## src/rtl/riscv_fetch_pkg.sv

```systemverilog
// Shared types and constants for the instruction fetch stage.
package riscv_fetch_pkg;

    localparam int INSTR_W = 32;

    // addi x0,x0,0 -- shown on the fetch output whenever nothing valid is held
    localparam logic [INSTR_W-1:0] IF_NOP_INSTR = 32'h0000_0013;
    localparam logic [INSTR_W-1:0] IF_RESET_PC  = 32'h0000_0000;

    typedef enum logic [1:0] {
        IDLE  = 2'd0,
        FETCH = 2'd1,
        FAULT = 2'd2
    } fetch_state_e;

endpackage

```

## src/rtl/ifetch_stage_if.sv

```systemverilog
// Fetch-to-decode handshake: the fetch stage is master, decode is slave.
interface ifetch_stage_if;
    import riscv_fetch_pkg::*;

    logic               if_valid;
    logic               if_ready;
    logic [INSTR_W-1:0] if_instr;
    logic [INSTR_W-1:0] if_pc;
    logic [INSTR_W-1:0] if_pc_plus4;

    modport master (
        output if_valid,
        output if_instr,
        output if_pc,
        output if_pc_plus4,
        input  if_ready
    );

    modport slave (
        input  if_valid,
        input  if_instr,
        input  if_pc,
        input  if_pc_plus4,
        output if_ready
    );

endinterface

```

## src/rtl/ifetch_pc_gen.sv

```systemverilog
// Program counter with hold / +4 / redirect next-pc selection and target alignment check.
module ifetch_pc_gen
    import riscv_fetch_pkg::*;
#(
    parameter logic [INSTR_W-1:0] RESET_PC = IF_RESET_PC
) (
    input  logic               clk,
    input  logic               reset,
    input  logic               advance,
    input  logic               redirect_valid,
    input  logic [INSTR_W-1:0] redirect_pc,
    output logic [INSTR_W-1:0] pc,
    output logic               misalign
);

    assign misalign = (redirect_pc[1:0] != 2'b00);

    // A misaligned redirect leaves the pc untouched; the stage parks in FAULT instead.
    always_ff @(posedge clk or posedge reset) begin
        if (reset) begin
            pc <= RESET_PC;
        end else if (redirect_valid && !misalign) begin
            pc <= redirect_pc;
        end else if (advance) begin
            pc <= pc + 32'd4;
        end
    end

endmodule

```

## src/rtl/ifetch_stage.sv

```systemverilog
// Instruction fetch stage: drives the imem address from the pc and registers one instruction for decode.
module ifetch_stage
    import riscv_fetch_pkg::*;
#(
    parameter logic [INSTR_W-1:0] RESET_PC  = IF_RESET_PC,
    parameter logic [INSTR_W-1:0] NOP_INSTR = IF_NOP_INSTR
) (
    input  logic               clk,
    input  logic               reset,
    input  logic               run,
    output logic [31:0]        imem_addr,
    output logic               imem_rw,
    input  logic [INSTR_W-1:0] imem_rdata,
    input  logic               redirect_valid,
    input  logic [31:0]        redirect_pc,
    ifetch_stage_if.master     dec,
    output logic               fetch_fault,
    output logic [31:0]        fetch_count
);

    fetch_state_e       state;
    logic [INSTR_W-1:0] pc;
    logic               misalign;
    logic               ld;
    logic               capture;

    assign ld      = !dec.if_valid || dec.if_ready;
    assign capture = (state == FETCH) && run && ld && !redirect_valid;

    assign imem_addr = {2'b00, pc[31:2]};
    assign imem_rw   = 1'b1;

    ifetch_pc_gen #(
        .RESET_PC (RESET_PC)
    ) u_pc_gen (
        .clk            (clk),
        .reset          (reset),
        .advance        (capture),
        .redirect_valid (redirect_valid),
        .redirect_pc    (redirect_pc),
        .pc             (pc),
        .misalign       (misalign)
    );

    // Redirect outranks everything: it kills the held instruction even if decode takes it this cycle.
    always_ff @(posedge clk or posedge reset) begin
        if (reset) begin
            state           <= IDLE;
            dec.if_valid    <= 1'b0;
            dec.if_instr    <= NOP_INSTR;
            dec.if_pc       <= 32'd0;
            dec.if_pc_plus4 <= 32'd4;
            fetch_fault     <= 1'b0;
            fetch_count     <= 32'd0;
        end else if (redirect_valid) begin
            dec.if_valid <= 1'b0;
            dec.if_instr <= NOP_INSTR;
            if (misalign) begin
                state       <= FAULT;
                fetch_fault <= 1'b1;
            end else begin
                state       <= run ? FETCH : IDLE;
                fetch_fault <= 1'b0;
            end
        end else begin
            case (state)
                IDLE: begin
                    if (run) begin
                        state <= FETCH;
                    end
                    if (dec.if_valid && dec.if_ready) begin
                        dec.if_valid <= 1'b0;
                        dec.if_instr <= NOP_INSTR;
                    end
                end
                FETCH: begin
                    if (!run) begin
                        state <= IDLE;
                        if (dec.if_valid && dec.if_ready) begin
                            dec.if_valid <= 1'b0;
                            dec.if_instr <= NOP_INSTR;
                        end
                    end else if (ld) begin
                        dec.if_valid    <= 1'b1;
                        dec.if_instr    <= imem_rdata;
                        dec.if_pc       <= pc;
                        dec.if_pc_plus4 <= pc + 32'd4;
                        fetch_count     <= fetch_count + 32'd1;
                    end
                end
                FAULT: begin
                    dec.if_valid <= 1'b0;
                    dec.if_instr <= NOP_INSTR;
                end
                default: begin
                    state <= IDLE;
                end
            endcase
        end
    end

endmodule

```

## src/flat_wrapper.sv

```systemverilog
// flat-port wrapper written by rule: the top's interface ports become plain ports
module ifetch_stage_flat import riscv_fetch_pkg::*;
#(
    parameter logic [INSTR_W-1:0] RESET_PC  = IF_RESET_PC,
    parameter logic [INSTR_W-1:0] NOP_INSTR = IF_NOP_INSTR
)
  (clk, reset, run, imem_addr, imem_rw, imem_rdata, redirect_valid, redirect_pc, fetch_fault, fetch_count, dec_if_valid, dec_if_instr, dec_if_pc, dec_if_pc_plus4, dec_if_ready);
  ifetch_stage_if dec_i ();
  input  logic clk;
  input  logic reset;
  input  logic run;
  output logic [31:0] imem_addr;
  output logic imem_rw;
  input  logic [INSTR_W-1:0] imem_rdata;
  input  logic redirect_valid;
  input  logic [31:0] redirect_pc;
  output logic fetch_fault;
  output logic [31:0] fetch_count;
  output wire logic [$bits(dec_i.if_valid)-1:0] dec_if_valid;
  output wire logic [$bits(dec_i.if_instr)-1:0] dec_if_instr;
  output wire logic [$bits(dec_i.if_pc)-1:0] dec_if_pc;
  output wire logic [$bits(dec_i.if_pc_plus4)-1:0] dec_if_pc_plus4;
  input wire logic [$bits(dec_i.if_ready)-1:0] dec_if_ready;
  assign dec_if_valid = dec_i.if_valid;
  assign dec_if_instr = dec_i.if_instr;
  assign dec_if_pc = dec_i.if_pc;
  assign dec_if_pc_plus4 = dec_i.if_pc_plus4;
  assign dec_i.if_ready = dec_if_ready;
  ifetch_stage #(.RESET_PC(RESET_PC), .NOP_INSTR(NOP_INSTR)) u_core (.clk(clk), .reset(reset), .run(run), .imem_addr(imem_addr), .imem_rw(imem_rw), .imem_rdata(imem_rdata), .redirect_valid(redirect_valid), .redirect_pc(redirect_pc), .dec(dec_i), .fetch_fault(fetch_fault), .fetch_count(fetch_count));
endmodule
```

## config.mk

```make
export PLATFORM = sky130hd
export DESIGN_NAME = ifetch_stage_flat
export DESIGN_NICKNAME = d
export VERILOG_FILES = /design/src/rtl/riscv_fetch_pkg.sv /design/src/rtl/ifetch_stage_if.sv /design/src/rtl/ifetch_pc_gen.sv /design/src/rtl/ifetch_stage.sv /design/src/flat_wrapper.sv
export SDC_FILE = /design/constraint.sdc
export NUM_CORES = 1
export LEC_CHECK = 0
export ABC_AREA = 1
export CAP_MARGIN = 20
export CORE_MARGIN = 3
export CORE_UTILIZATION = 30
export CTS_CLUSTER_DIAMETER = 80
export DETAILED_ROUTE_END_ITERATION = 8
export SYNTH_ARGS = -nofsm -noshare
export SYNTH_HDL_FRONTEND = slang
export SYNTH_SLANG_ARGS = --single-unit
```

## constraint.sdc

```tcl
create_clock -name clk -period 9.1 [get_ports clk]
set_clock_uncertainty 0.15 [all_clocks]
set_input_delay 1.82 -clock clk [delete_from_list [all_inputs] [get_ports clk]]
set_output_delay 1.82 -clock clk [all_outputs]
set_load 0.01 [all_outputs]
```

# Word level (Yosys, flattened, before mapping)
# Index checks and enable logic that the tools add are counted.
[word_totals]
ff_bits = 164
in_bits = 69
output_inout_bits = 163
wordCells = 52
[classes]
addsub = 2
n_eq_ne = 6
mux = 19
n_bitwise = 1
n_reduce_logical = 16
[op_table]
columns = ["cell", "count"]
rows = [
  ["2-to-1 mux 32 bit", 6],
  ["one-hot mux 32 bit (3 select lines)", 1],
  ["adder 32 x 1 -> 32 bit (second input constant)", 1],
  ["adder 32 x 3 -> 32 bit (second input constant)", 1],
  ["2-to-1 mux 2 bit", 4],
  ["2-to-1 mux 1 bit", 6],
  ["inequality test 3 bit (second input constant)", 2],
  ["one-hot mux 2 bit (3 select lines)", 1],
  ["logical AND 1 bit", 5],
  ["inequality test 4 x 3 -> 1 bit (second input constant)", 1],
  ["AND reduction 4 bit", 1],
  ["nonzero test 2 bit", 2],
  ["nonzero test 4 bit", 1],
  ["logical NOT 1 bit", 3],
  ["one-hot mux 1 bit (3 select lines)", 1],
  ["AND reduction 3 bit", 1],
  ["equality test 2 x 1 -> 1 bit (second input constant)", 1],
  ["equality test 2 bit (second input constant)", 1],
  ["logical NOT 2 bit", 1],
  ["inequality test 2 bit (second input constant)", 1],
  ["AND reduction 2 bit", 1],
  ["logical OR 1 bit", 1],
  ["inverter 1 bit", 1],
]

# Depth between registers and ports, before layout
# Gate-level depths: netlist of run 1.
[logic_depth]
word_depth = 6
ltp_mapped = 11
depth_no_buf = 10

# Cells and area by module
# Synthesis of run 1 repeated with hierarchy kept, for this count alone.
[hier_totals]
hier_cells = 1331
area_unflattened_um2 = 9351.5
[modules_own_cells]
columns = ["module", "instances", "cells_each", "area_each_um2", "seq_area_each_um2"]
rows = [
  ["ifetch_stage", 1, 946, 6941.7, 3258.1],
  ["ifetch_pc_gen", 1, 385, 2409.8, 800.8],
]

# Least setup slack after synthesis of run 1
# Ideal clock, no wire load.
[synth_path]
kind = "input port to flip-flop"
from = "input port run"
to = "register u_core.u_pc_gen.pc[4]"
setup_ns = 0.125
t_arrival_ns = 2.702
required_ns = 8.825
slack_ns = 6.123
stages = 10
n_path_buf = 3
path_cell_list = "buf_2 -> nand2_2 -> nor2_8 -> nand2_4 -> nand2_2 -> buf_6 -> buf_8 -> inv_2 -> nand2_1 -> nand3_1"
[synth_via]
elab_chain_cells = 4
[synth_lines]
columns = ["item", "line", "rtl"]
rows = [
  ["from (decl)", "flat_wrapper.sv:11", "input logic run;"],
  ["logical AND 1 bit (3 in series)", "ifetch_stage.sv:28", "assign capture = (state == FETCH) && run && ld && !redirect_valid;"],
  ["nonzero test 2 bit (no line)", "-", ""],
  ["to (signal assigned)", "ifetch_pc_gen.sv:23", "pc <= redirect_pc;"],
  ["to (signal assigned)", "ifetch_pc_gen.sv:25", "pc <= pc + 32'd4;"],
  ["to (decl)", "ifetch_pc_gen.sv:12", "output logic [INSTR_W-1:0] pc,"],
]
# No other way between the ends.
# A chain may end at the register's enable or synchronous reset.

# Worst setup path in the final report of run 1
[layout_path]
from = "input port redirect_valid"
to = "register u_core.u_pc_gen.pc[2]"
[layout_via]
elab_chain_cells = 3
word_cells_on_any_way = 5
classes_between = "1 x mux; 4 x reduce/logical"
[layout_lines]
columns = ["item", "line", "rtl"]
rows = [
  ["from (decl)", "flat_wrapper.sv:15", "input logic redirect_valid;"],
  ["logical NOT 1 bit", "ifetch_stage.sv:28", ""],
  ["logical AND 1 bit", "ifetch_stage.sv:28", ""],
  ["nonzero test 2 bit (no line)", "-", ""],
]
# Parallel ways exist; a longest one is shown, timed or not.

==> results of run 1 <==
[sequential cells by signal, indices dropped and copies added, names as in the netlist]
register                flops
u_core.dec.if_instr        32
u_core.dec.if_pc_plus4     32
u_core.fetch_count         32
u_core.u_pc_gen.pc         32
u_core.dec.if_pc           30
u_core.state                2
u_core.dec.if_valid         1
u_core.fetch_fault          1
[cell usage after synthesis, types with 2 or more instances]
| library cell | count | area share |
|---|---|---|
| inv_1 | 92 | 0.039 |
| inv_2 | 4 | 0.0017 |
| nor2_4 | 7 | 0.0090 |
| dfrtp_1 | 158 | 0.45 |
| o21ai_2 | 2 | 0.0020 |
| xnor2_1 | 7 | 0.0070 |
| nand2_1 | 480 | 0.21 |
| dfstp_2 | 4 | 0.012 |
| buf_4 | 43 | 0.037 |
| nand3b_1 | 3 | 0.0026 |
| xor2_1 | 13 | 0.013 |
| nor2_8 | 2 | 0.0046 |
| nand3_1 | 47 | 0.027 |
| o21ai_0 | 47 | 0.027 |
| nand3_2 | 2 | 0.0023 |
| nor2_2 | 9 | 0.0064 |
| ha_1 | 5 | 0.0071 |
| o2111ai_1 | 7 | 0.0070 |
| a21oi_1 | 34 | 0.019 |
| nor2_1 | 107 | 0.046 |
| buf_2 | 19 | 0.011 |
| buf_6 | 3 | 0.0039 |
| nand4_1 | 5 | 0.0036 |
| o211ai_1 | 6 | 0.0051 |
| nand2_2 | 5 | 0.0036 |
| clkbuf_1 | 10 | 0.0043 |
| conb_1 | 2 | 0.00086 |
| o21ai_1 | 44 | 0.025 |
| nor3_1 | 4 | 0.0023 |
[area by class of cell]
| type | count | area, µm² | area share |
|---|---|---|---|
| flip-flops and latches | 162 | 4060 | 0.348 |
| clock inverters | 11 | 126 | 0.0108 |
| repair buffers | 233 | 2330 | 0.200 |
| diodes | 1 | 2.50 | 0.000215 |
| multi-input cells | 847 | 3840 | 0.329 |
| clock buffers | 21 | 460 | 0.0395 |
| well taps | 378 | 473 | 0.0406 |
| inverters | 97 | 369 | 0.0317 |
[stage by stage]
step	instances	total power [mW]	hold WS, ps	instance area [µm²]	setup slack (ps)
detailed placement	1716	2.16	315	11000	4640
global placement	1716	2.15	313	11000	4700
global route	1750	3.06	349	11700	4880
finish	1750	2.87	328	11700	5120
floorplan	1182	1.62	307	8760	2760
CTS	1748	2.91	332	11600	5090
[logic make-up (layout without fill, tap and decap cells)]
| kind of cell | count (synthesis) | in the layout | synth area share |
|---|---|---|---|
| AO/OA/AOI/OAI | 142 | 142 | 0.0882 |
| XOR/XNOR | 20 | 20 | 0.0200 |
| adder cells (fa/ha/maj) | 5 | 5 | 0.00714 |
| buffers and inverters | 173 | 362 | 0.0992 |
| flip-flops | 162 | 162 | 0.463 |
| other | 2 | 4 | 0.000858 |
| AND/OR/NAND/NOR | 677 | 677 | 0.321 |
[tightest hold or removal path: stages, from the launching register on]
cell and delay [ps]:
dfstp_2 370, nand2_1 50, o21ai_1 50
[final timing paths]
kind / startpoint / cells past startpoint / end / slack (ps)
setup / recovery: redirect_valid / 7 / u_core.u_pc_gen.pc[2] / 5120
hold / removal: u_core.dec.if_pc_plus4[2] / 2 / u_core.dec.if_pc_plus4[2] / 330
setup reg to reg: u_core.state[1] / 9 / u_core.u_pc_gen.pc[2] / 6530
hold reg to reg: u_core.dec.if_pc_plus4[2] / 2 / u_core.dec.if_pc_plus4[2] / 330
max in group asynchronous: reset / 3 / u_core.u_pc_gen.pc[21] / 5530
min in group asynchronous: reset / 2 / u_core.dec.if_instr[20] / 1780
[power by group]
part	leakage, nW	internal, mW	switching [mW]
logic	2.84	0.517	0.513
clock network	0.288	0.421	0.306
registers	2.10	0.927	0.188
total	5.23	1.87	1.01
[per-layer routing]
| metal | vias up | share of wire | track usage |
|---|---|---|---|
| li1 | 4015 | - | - |
| met1 | 3829 | 0.46 | 0.240 |
| met2 | 193 | 0.47 | 0.278 |
| met3 | 37 | 0.041 | 0.0283 |
| met4 | 0 | 0.028 | 0.0625 |
| met5 | - | 0 | 0 |
==> out/metrics.cfg, run 1 <==
[yosys]
yosysSeqAreaShare=0.463
synth_edf_count=0
yosysWarnings=0
ys_types=39
synth-async-reset-ratio=1.00
avgSynthCellArea_um2=7.42
synth-main-ff-cell=dfrtp_1
ys_seq_elements=162
synthCells=1181
netlist_area_mm2=0.00876

[clock_tree]
cts_max_level=4
postCtsSetupBuffers=0
cts.repair.resized=0
hold_buffers=0
cts_buffer_depth=2
cts_buffers=17
cts-root-buf=clkbuf_16
clkLatencyLatePin_ps=420
clock_sink_count=162
tritoncts=built
clk_pin_slew_ps=60

[setup_path]
critical_path.startpoint_type=input pin
cp_slowest_stage_delay_ps=800
crit_required_ps=9220
crit_family=buffers and inverters
path_max_fanout=66
cp_slowest_cell=clkdlybuf4s50_1
worstSetupEndpointType=flip-flop
critPathKind=in2reg
critical_path_arrival_ps=4100
crit_buf_inv=2
path_cells=clkdlybuf4s50_1 -> nor2_8 -> nand2_4 -> buf_4 -> nor2_1 -> a21oi_1 -> o21ai_0

[sta]
rsz0062_at_grt=false
slew_violations=0
slew_headroom=0.285
period_share=0.437
max_freq_ghz=0.251
setup_viol=0
tightest_slew_ps=1070
post-route-min-period_ps=3980
hold_violations=0
fin_setup_tns_ps=0

[cells_and_area]
area_delta_synth_final_pct=33.1
fillCellCount=2899
drive_above_1_share=0.0569
most-common-layout-cells=nand2_1, clkdlybuf4s50_1, dfrtp_1
fin_util=0.413
layout.cells.most_common=nand2_1
nNetsFinal=1432

[global_route]
grt_pass1_wl_um=43000
grt_pass1_vias=7778
antenna_found_initial=1
grt_usage=0.174
grt_overflow=0
grt_max_degree=91

[floorplan]
die_h_um=177
die_x_um=177
die-area_mm2=0.0313
fp-row-count=61
coreArea_mm2=0.0282
start_util=0.310
io_pins=232

[route]
vias_per_cell=4.61
wl_per_cell_um=15.6
drtAntennaViolNets=0
drtIter0Drc=510
drt-pass1-iter-count=5
drc=0
wl_um=27300
num_vias=8074

[power]
p_leak_nw=5.23
ir_drop_uv=119
powerDensity_mw_per_mm2=246

[job]
maxCapViolations=0

[status]
status=completed

[placement]
dp_hpwl_um=19600
gp_congestion=0.906
port_buffers=228

[worst_hold_path]
hold_path_class=reg2reg

Power figures use the tool's default switching activity.
==> run 2, diff against run 1 <==
==> constraint.sdc (replaced) <==
create_clock -name clk -period 3.93 [get_ports clk]
set_clock_uncertainty 0.15 [all_clocks]
set_input_delay 0.786 -clock clk [delete_from_list [all_inputs] [get_ports clk]]
set_output_delay 0.786 -clock clk [all_outputs]
set_load 0.01 [all_outputs]
==> run 2 against run 1 <==
Non-clock buffer count up 4; setup slack worse by 3800 ps; die area unchanged; register-to-register slack worse by 4900 ps; design area up 0.86%; sequential cell count unchanged; first-iteration DRC count up 8.6%; sequential share of layout area down 0.30 points; critical path type unchanged; largest power group unchanged.
==> out/metrics.cfg, run 2 (synthesis results as in run 1) <==
[floorplan]
die_h_um=177
die_x_um=177
start_util=0.310
coreArea_mm2=0.0282
die-area_mm2=0.0313
io_pins=232
fp-row-count=61

[clock_tree]
cts-root-buf=clkbuf_16
cts_max_level=4
clkLatencyLatePin_ps=420
cts.repair.resized=0
cts_buffers=17
hold_buffers=0
clock_sink_count=162
tritoncts=built
cts_buffer_depth=2
postCtsSetupBuffers=0
clk_pin_slew_ps=70

[placement]
place_ws_ps=856
dp_hpwl_um=20100
port_buffers=228
dp.cells=1721
gp_congestion=0.871

[setup_path]
r2r-end=u_core.u_pc_gen.pc[12]
crit_start=redirect_valid
crit_required_ps=4150
worstSetupEndpointType=flip-flop
worstRegToRegCells=9
critical_path_arrival_ps=2850
crit_path_end=u_core.fetch_count[18]
reg2reg_from=u_core.state[1]
critPathKind=in2reg
reg2reg_slack_ps=1650
critical_path.startpoint_type=input pin
path_max_fanout=29

[route]
drtIter0Drc=554
num_vias=8118
drc=0
wl_um=27800
wl_per_cell_um=15.9
vias_per_cell=4.63
drtAntennaViolNets=0
drt-pass1-iter-count=5

[worst_hold_path]
hold_path_class=reg2reg

[cells_and_area]
drive_above_1_share=0.0596
area_delta_synth_final_pct=34.3
nNetsFinal=1436
fin_util=0.416
fillCellCount=2896
layout.cells.most_common=nand2_1
most-common-layout-cells=nand2_1, clkdlybuf4s50_1, dfrtp_1
fin_cells=1754

[global_route]
antenna_found_initial=1
grt_usage=0.176
grt_overflow=0
grt_pass1_vias=7888
grt_max_degree=113
grt_pass1_wl_um=43600

[power]
powerDensity_mw_per_mm2=574
ir_drop_uv=280
p_leak_nw=5.26

[sta]
slew_headroom=0.305
slew_violations=0
max_freq_ghz=0.380
fin_setup_tns_ps=0
timing.final.ws_setup_ps=1300
hold_violations=0
rsz0062_at_grt=false
period_share=0.669
tightest_slew_ps=1040
setup_viol=0
post-route-min-period_ps=2630

[status]
status=completed

[job]
maxCapViolations=0

==> run 2: cell types whose count changed in the layout (fill, tap and decap cells not counted) <==
cell | before | now
inv_8 | 0 | 2
clkinvlp_4 | 1 | 4
buf_12 | 1 | 5
bufinv_16 | 2 | 3
clkinv_2 | 3 | 1
clkinv_4 | 3 | 1
clkbuf_8 | 2 | 0
==> run 2: final cells by class <==
| type | instances | area, µm² | share of cell area |
|---|---|---|---|
| Inverter | 97 | 368 | 0.0313 |
| Multi-Input combinational cell | 847 | 3840 | 0.326 |
| Clock buffer | 19 | 433 | 0.0368 |
| Timing Repair Buffer | 237 | 2410 | 0.205 |
| Antenna cell | 1 | 2.50 | 0.000213 |
| Clock inverter | 13 | 175 | 0.0149 |
| Tap cell | 378 | 473 | 0.0402 |
| Sequential cell | 162 | 4060 | 0.345 |
==> run 2: worst min path at each step <==
stage	startpoint	to	slack (ps)	cells after the start
final	u_core.dec.if_instr[4]	u_core.dec.if_instr[4]	330	2
after global routing	u_core.dec.if_pc_plus4[31]	u_core.dec.if_pc_plus4[31]	340	2
after CTS	u_core.dec.if_instr[4]	u_core.dec.if_instr[4]	330	2
after detailed placement	u_core.dec.if_pc_plus4[14]	u_core.dec.if_pc_plus4[14]	320	2
after global placement	u_core.dec.if_pc[4]	u_core.dec.if_pc[4]	310	2
after floorplan	u_core.u_pc_gen.pc[0]	u_core.u_pc_gen.pc[0]	310	2
==> run 2: metrics by stage <==
stage               instance area (µm²)  hold slack (ps)  total power [mW]
finish                            11800              327              6.75
global route                      11800              340              7.16
CTS                               11800              330              6.84
detailed placement                11100              315              5.03
global placement                  11100              312              5.00
floorplan                          8760              307              3.76
==> run 2: layer usage <==
layer  vias up  global-route usage  wire length [µm]
li1       4017                   -                 -
met1      3869               0.236             12800
met2       195               0.287             13200
met3        37              0.0358              1180
met4         0              0.0579               735
met5         -                   0                 0
==> run 2: report_power, final <==
part,leakage (nW),internal (mW),total [mW],switching [mW]
Combinational,2.88,1.20,2.40,1.20
Sequential,2.10,2.15,2.58,0.437
Clock,0.288,1.02,1.77,0.754
Total,5.26,4.37,6.75,2.39
==> run 2: critical path: stages <==
cell             delay [ps]
clkdlybuf4s50_1         690
inv_2                   200
nand3_2                 140
nor2_8                  450
nand4_4                 190
nor2_2                  210
nand3_1                  90
nand2_1                  70
==> run 3, diff against run 2 <==
==> constraint.sdc (replaced) <==
create_clock -name clk -period 2.4 [get_ports clk]
set_clock_uncertainty 0.15 [all_clocks]
set_input_delay 0.48 -clock clk [delete_from_list [all_inputs] [get_ports clk]]
set_output_delay 0.48 -clock clk [all_outputs]
set_load 0.01 [all_outputs]
==> run 3 against run 2 <==
Core utilization increased by 0.82 points; global-route usage rose by 0.44 points; non-clock buffer count increased by 21; power increased by 64%; hold slack got worse by 5.4 ps; critical path type is now reg2out; highest routed layer unchanged.
==> out/metrics.cfg, run 3 (synthesis results as in run 1) <==
[worst_hold_path]
hold_path_class=in2async

[route]
drt-pass1-iter-count=5
vias_per_cell=4.57
drtIter0Drc=525
wl_per_cell_um=15.8
wl_um=28000
drtAntennaViolNets=0
drc=0
num_vias=8105

[cells_and_area]
drive_above_1_share=0.0732
nNetsFinal=1457
fin_util=0.425
most-common-layout-cells=nand2_1, clkdlybuf4s50_1, dfrtp_1
area_delta_synth_final_pct=36.9
fin_area_mm2=0.0120
fillCellCount=2873
diodes=0
multiInputGateArea_mm2=0.00384
layout.cells.most_common=nand2_1
area.sequential_mm2=0.00406

[clock_tree]
cts_max_level=4
clk_pin_slew_ps=60
hold_buffers=0
cts_buffer_depth=2
cts-root-buf=clkbuf_16
clock_sink_count=162
cts.repair.resized=0
clkLatencyLatePin_ps=420
postCtsSetupBuffers=0
tritoncts=built
cts_buffers=17

[global_route]
grt_max_degree=91
grt_usage=0.181
grt_overflow=0
antenna_found_initial=0
grt_pass1_vias=8076
grt_pass1_wl_um=44600

[floorplan]
start_util=0.310
coreArea_mm2=0.0282
die_h_um=177
die_x_um=177
die-area_mm2=0.0313
fp-row-count=61
io_pins=232

[sta]
slew_headroom=0.616
rsz0062_at_grt=false
period_share=0.900
max_freq_ghz=0.463
hold_violations=0
setup_viol=0
slew_violations=0
tightest_slew_ps=575
post-route-min-period_ps=2160

[status]
status=completed

[setup_path]
crit_buf_inv=1
cp_slowest_cell=clkdlybuf4s50_1
path_cells=clkdlybuf4s50_1
crit_required_ps=1770
cp_slowest_stage_delay_ps=620
critical_path.startpoint_type=flip-flop
worstSetupEndpointType=primary output
crit_family=buffers and inverters
critPathKind=reg2out
path_max_fanout=7
critical_path_arrival_ps=1530

[power]
ir_drop_uv=460
powerDensity_mw_per_mm2=925
p_leak_nw=5.38

[placement]
port_buffers=228
postPlaceCellArea_mm2=0.0114
dp_hpwl_um=20900
gp_congestion=0.884

[job]
maxCapViolations=0

## run 3: cell types whose count changed in the layout (fill, tap and decap cells not counted), sizes merged
cell / change
buf: +21
inv: -3
diode: -1
clkinvlp: +1
## run 3: layer usage
| layer | up-vias | GRT usage | share of wire |
|---|---|---|---|
| met5 | - | 0 | 0 |
| met4 | 0 | 0.0498 | 0.021 |
| met1 | 3816 | 0.246 | 0.47 |
| li1 | 4062 | - | - |
| met3 | 31 | 0.0371 | 0.042 |
| met2 | 196 | 0.293 | 0.47 |
## run 3: layout make-up
cell class,instances,share of cell area
Sequential cell,162,0.338
Multi-Input combinational cell,847,0.320
Timing Repair Buffer,258,0.222
Tap cell,378,0.0394
Clock buffer,19,0.0369
Inverter,97,0.0307
Clock inverter,11,0.0129
## run 3: path summary, 6_finish.rpt
check | startpoint | to | slack (ps) | cells after the start
setup reg to reg | u_core.state[1] | u_core.dec.if_pc_plus4[14] | 370 | 9
max in group asynchronous | reset | u_core.dec.if_instr[1] | 1170 | 3
setup / recovery | u_core.dec.if_valid | dec_if_valid | 240 | 1
hold reg to reg | u_core.dec.if_pc_plus4[2] | u_core.dec.if_pc_plus4[2] | 320 | 2
min in group clk | u_core.dec.if_pc_plus4[2] | u_core.dec.if_pc_plus4[2] | 320 | 2
hold / removal | reset | u_core.fetch_fault | 320 | 2
## run 3: worst reg2reg max path: cells and delay by family, from the launching register on
kind                     cells  cell delay [ps]
AND/OR/NAND/NOR              4              450
flip-flops                   1              400
AO/OA/AOI/OAI                2              400
buffers and inverters        2              280
adder cells (fa/ha/maj)      1              280
## run 3: per-stage QoR
step	std cells	setup WS [ps]	hold slack, ps	TNS [ps]	power (mW)
2_1_floorplan	1182	-284	307	-44800	6.16
4_1_cts	1772	208	326	0	11.2
3_5_place_dp	1742	122	316	0	8.36
6_report	1772	241	322	0	11.1
5_1_grt	1772	180	328	0	11.8
3_3_place_gp	1742	152	313	0	8.32
## run 3: report_power, final
part,switching (mW),leakage (nW),internal (mW)
Combinational,1.99,3.01,2.06
Sequential,0.693,2.10,3.52
Clock,1.17,0.278,1.66
Total,3.85,5.38,7.25
